$ cat config.mk
export PLATFORM = sky130hd
export DESIGN_NAME = clk_period_meter
export DESIGN_NICKNAME = d
export VERILOG_FILES = /design/src/rtl/clk_period_meter.sv
export SDC_FILE = /design/constraint.sdc
export NUM_CORES = 1
export LEC_CHECK = 0
export CORE_MARGIN = 2
export CORE_UTILIZATION = 40
export DETAILED_ROUTE_END_ITERATION = 16
export GPL_TIMING_DRIVEN = 1
export PLACE_DENSITY = 0.62
export SETUP_SLACK_MARGIN = 0.5
export SYNTH_ARGS = -nofsm -noshare
export SYNTH_HDL_FRONTEND = slang
export SYNTH_SLANG_ARGS = --single-unit
$ cat constraint.sdc
create_clock -name clk -period 2.6 [get_ports clk]
set_input_delay 0.65 -clock clk [delete_from_list [all_inputs] [get_ports clk]]
set_output_delay 0.65 -clock clk [all_outputs]
set_load 0.02 [all_outputs]
$ cat src/rtl/clk_period_meter.sv
// clk_period_meter: measures the period of a slow asynchronous input (clkin) in clk cycles.
// clkin is synchronised and rising-edge detected. A counter runs between successive edges,
// and each completed period is presented on a valid/ready port. Overrun and timeout are
// reported as sticky flags.
// Optional feature macro: CLK_PERIOD_METER_HIGH_TIME_EN adds a high_time output. high_time
// counts the cycles the synced clkin was high during the measured period. It is captured and
// handshaked together with period.
module clk_period_meter #(
  parameter int WIDTH       = 32,
  parameter int SYNC_STAGES = 2
) (
  input  logic             clk,
  input  logic             reset,
  input  logic             enable,
  input  logic             clkin,
  output logic [WIDTH-1:0] period,
  output logic             period_valid,
  input  logic             period_ready,
  output logic             overrun,
  output logic             timeout,
  input  logic             clear_flags
`ifdef CLK_PERIOD_METER_HIGH_TIME_EN
  ,
  output logic [WIDTH-1:0] high_time
`endif
);

  localparam logic [WIDTH-1:0] CNT_MAX = '1;

  typedef enum logic [1:0] {IDLE, ARM, MEASURE} state_t;

  state_t                 state, state_nxt;
  logic [SYNC_STAGES-1:0] sync_pipe;
  logic                   sync_dly;
  logic                   sync_q;
  logic                   rise;
  logic [WIDTH-1:0]       cnt, cnt_nxt;
  logic [WIDTH-1:0]       result;
  logic                   publish;
  logic                   tmo_evt;

  // Synchroniser shift chain plus one delay flop for rising-edge detection.
  always_ff @(posedge clk or negedge reset) begin
    if (!reset) begin
      sync_pipe <= '0;
      sync_dly  <= 1'b0;
    end else begin
      sync_pipe <= {sync_pipe[SYNC_STAGES-2:0], clkin};
      sync_dly  <= sync_pipe[SYNC_STAGES-1];
    end
  end

  assign sync_q = sync_pipe[SYNC_STAGES-1];
  assign rise   = sync_q & ~sync_dly;

  // State and period counter registers.
  always_ff @(posedge clk or negedge reset) begin
    if (!reset) begin
      state <= IDLE;
      cnt   <= '0;
    end else begin
      state <= state_nxt;
      cnt   <= cnt_nxt;
    end
  end

  // Next-state logic. An edge arriving on the saturation cycle still counts as a result,
  // so the published value is clamped instead of wrapping.
  always_comb begin
    state_nxt = state;
    cnt_nxt   = cnt;
    publish   = 1'b0;
    tmo_evt   = 1'b0;
    result    = (cnt == CNT_MAX) ? CNT_MAX : cnt + 1'b1;
    case (state)
      IDLE: begin
        cnt_nxt = '0;
        if (enable) state_nxt = ARM;
      end
      ARM: begin
        cnt_nxt = '0;
        if (!enable)   state_nxt = IDLE;
        else if (rise) state_nxt = MEASURE;
      end
      MEASURE: begin
        if (!enable) begin
          state_nxt = IDLE;
          cnt_nxt   = '0;
        end else if (rise) begin
          publish = 1'b1;
          cnt_nxt = '0;
        end else if (cnt == CNT_MAX) begin
          tmo_evt   = 1'b1;
          cnt_nxt   = '0;
          state_nxt = ARM;
        end else begin
          cnt_nxt = cnt + 1'b1;
        end
      end
      default: begin
        state_nxt = IDLE;
        cnt_nxt   = '0;
      end
    endcase
  end

  // Result register and valid/ready handshake. A new publish always wins over consumption.
  always_ff @(posedge clk or negedge reset) begin
    if (!reset) begin
      period       <= '0;
      period_valid <= 1'b0;
    end else if (publish) begin
      period       <= result;
      period_valid <= 1'b1;
    end else if (period_ready) begin
      period_valid <= 1'b0;
    end
  end

  // Sticky flags. A set event takes priority over clear_flags in the same cycle.
  always_ff @(posedge clk or negedge reset) begin
    if (!reset) begin
      overrun <= 1'b0;
      timeout <= 1'b0;
    end else begin
      if (publish && period_valid && !period_ready) overrun <= 1'b1;
      else if (clear_flags)                         overrun <= 1'b0;
      if (tmo_evt)          timeout <= 1'b1;
      else if (clear_flags) timeout <= 1'b0;
    end
  end

`ifdef CLK_PERIOD_METER_HIGH_TIME_EN
  logic [WIDTH-1:0] hcnt;

  // High-time counter. The edge cycle itself is high, so the counter restarts at 1. Each
  // following MEASURE cycle adds the synced level, and the counter saturates.
  always_ff @(posedge clk or negedge reset) begin
    if (!reset)
      hcnt <= '0;
    else if (rise && state_nxt == MEASURE)
      hcnt <= WIDTH'(1);
    else if (state == MEASURE && sync_q && hcnt != CNT_MAX)
      hcnt <= hcnt + 1'b1;
  end

  // Capture high time alongside period so that both share one valid.
  always_ff @(posedge clk or negedge reset) begin
    if (!reset)       high_time <= '0;
    else if (publish) high_time <= hcnt;
  end
`endif

endmodule

==> results.sh <==
export IMPL_status="finished clean"
export IMPL_cp_start_kind="register"
export IMPL_clock_root_buffer="clkbuf_8"
export IMPL_numCtsBuffers=9
export IMPL_r2r_cells=6
export IMPL_grt_max_degree=73
export IMPL_avgSynthCellArea_um2=10.6
export IMPL_grt_pass1_vias=2292
export IMPL_setup_viol=0
export IMPL_synthTopCellsByArea="dfrtp_1 56%, nor2_1 7.8%, xor2_1 6.2%"
export IMPL_maxCapViolations=0
export IMPL_final_layout_size_suffix_gt1_frac=0.160
export IMPL_slowest_delay_ns=0.62
export IMPL_synth_distinct_cells=41
export IMPL_reg2reg_to="period[24]"
export IMPL_period_share=0.773
export IMPL_critPathKind="reg -> out"
export IMPL_numPortBuffers=40
export IMPL_dp_hpwl_mm=4.22
export IMPL_setup_ws_ns=0.591
export IMPL_die_y_um=93.9
export IMPL_layout_min_cycle_time_ns=2.01
export IMPL_holdWs_ns=0.312
export IMPL_postRouteAntennaNets=0
export IMPL_power_mw=2.65
export IMPL_synth_area_um2=3230
export IMPL_clock_latency_ns=0.35
export IMPL_routed_via_density=4.95
export IMPL_finalClockSkew_ns=0.00825
export IMPL_design_die_area_um2=8810
export IMPL_ys_ff_latch=72
export IMPL_wl_mm=6.57
export IMPL_nNetsFinal=365
export IMPL_ys_warn_count=0
export IMPL_multi_input_area_um2=1360
export IMPL_final_max_slew_viol_count=0
export IMPL_pin_count=41
export IMPL_syn2layout_area_growth_pct=25.3
export IMPL_arrival_ns=1.36
export IMPL_clock_sinks=72
export IMPL_reg2reg_slack_ns=0.60
export IMPL_synthesis_nets=313
export IMPL_synth_edf_count=0
export IMPL_yosysMostFrequentCell="dfrtp_1"
export IMPL_clockBufferDepth=2
export IMPL_fmax_mhz=498
export IMPL_cp_slowest_cell="clkdlybuf4s50_1"
export IMPL_syn_instance_count=306
export IMPL_clkSlewWorstSetupHoldPaths_ns=0.08
export IMPL_drc=0
export IMPL_irDropWorstVdd_mv=0.488
export IMPL_crit_required_ns=1.95
export IMPL_yosysTopAreaCellShare=0.558
export IMPL_path_max_fanout=2
export IMPL_firstDrtPassIters=4
export IMPL_synth_seq_area_share=0.558
export IMPL_cp_cell_sequence="clkdlybuf4s50_1"
export IMPL_antenna_found_initial=0
export IMPL_vias=2303
export IMPL_cts_hold_fix_buffers=0
export IMPL_crit_family="buffers and inverters"
export IMPL_drt_iter0_markers=96
export IMPL_ys_top_cells_by_count="72 x dfrtp_1, 67 x nor2_1, 23 x xor2_1"
export IMPL_r2r_start="cnt[1]"
export IMPL_grt_setup_unrepaired="true"
export IMPL_grt_pass1_wl_mm=11.4
export IMPL_fillers=727
export IMPL_htree_num_levels=3
export IMPL_design_core_area_um2=7770
export IMPL_num_antenna_cells=0
export IMPL_slew_headroom=0.695
export IMPL_tns_ns=0
export IMPL_num_rows=32
export IMPL_wire_per_inst_um=14.1
export IMPL_synth_main_ff_cell="dfrtp_1"
export IMPL_hold_viol=0
export IMPL_gp_congestion=0.845
export IMPL_async_reset_ff_frac=1.00
export IMPL_grt_overflow_total=0
export IMPL_die_w_um=93.9
export IMPL_tightest_slew_ns=0.456
export IMPL_cts_tree="built"
export IMPL_grt_use_total=0.166
export IMPL_dp_cells=442
export IMPL_yosys_area_top_type="dfrtp_1"
export IMPL_final_cells=465
export IMPL_endpoint_kind="primary output"
export IMPL_start_util=0.416
export IMPL_seq_area_um2=1800
export IMPL_path_buf_inv=1
export IMPL_power_density_nw_per_um2=655
export IMPL_place_ws_ns=0.291
export IMPL_hp_class="in -> async"
export IMPL_p_leak_nw=1.70
[logic make-up after synthesis]
kind of cell    after synthesis  synth area share
compound gates               44             0.101
xor+xnor                     30            0.0813
fa+ha+maj                     1           0.00387
buf+inv                      17            0.0337
flops                        72             0.558
mux                           1           0.00310
simple gates                141             0.219
[per-layer routing]
| layer | up-vias | GRT usage | wire length [µm] |
|---|---|---|---|
| met5 | - | 0 | 0 |
| met4 | 0 | 0.0507 | 49 |
| met3 | 4 | 0.0474 | 286 |
| met2 | 56 | 0.255 | 3090 |
| met1 | 1102 | 0.229 | 3140 |
| li1 | 1141 | - | - |
[placed cells by master, fill, tap and decap left out, types with 5 or more instances in the layout]
cell	instances
xnor2_1	7
a21oi_1	8
inv_1	5
nand3_1	22
nand2_1	12
clkbuf_8	9
a21oi_2	20
xor2_1	23
nor2_1	67
dfrtp_1	72
and3_1	7
nand4_1	11
buf_4	10
clkdlybuf4s50_1	39
[sequential cells by signal, indices dropped and copies added (netlist names)]
signal / count
cnt: 32
period: 32
state: 2
sync_pipe: 2
overrun: 1
period_valid: 1
sync_dly: 1
timeout: 1
[worst max path at each step]
stage	from	endpoint	slack [ns]	depth (start not counted)
2_1_floorplan	cnt[0]	period[10]	0.51	8
3_3_place_gp	cnt[0]	period[24]	0.35	6
3_5_place_dp	cnt[0]	period[24]	0.29	6
4_1_cts	cnt[1]	period[24]	0.50	6
5_1_grt	cnt[1]	period[24]	0.45	7
6_report	period[7]	period[7]	0.59	1
[power by group]
part           internal (mW)  switching (mW)  total [mW]
logic                  0.216           0.228       0.444
clock network          0.541           0.403       0.944
registers               1.21          0.0511        1.26
total                   1.97           0.682        2.65
[area by class of cell]
class / instances / share of cell area
clock inverters: 5 / 0.0201
repair buffers: 53 / 0.131
multi-input cells: 217 / 0.335
clock buffers: 11 / 0.0325
inverters: 5 / 0.00464
well taps: 102 / 0.0315
flip-flops and latches: 72 / 0.445
[repair_timing]
item	4_1_cts	5_1_grt
setup endpoints to repair	5	63
pin swaps	1	3
buffers inserted	1	6
gates resized for setup	4	3
[per-stage QoR]
stage          area, µm²  utilization
2_1_floorplan       3230            -
3_3_place_gp        3730        0.481
3_5_place_dp        3730        0.481
4_1_cts             3970        0.511
5_1_grt             4050        0.521
6_report            4050        0.521
Note: power is estimated with default switching activity, not from simulation.
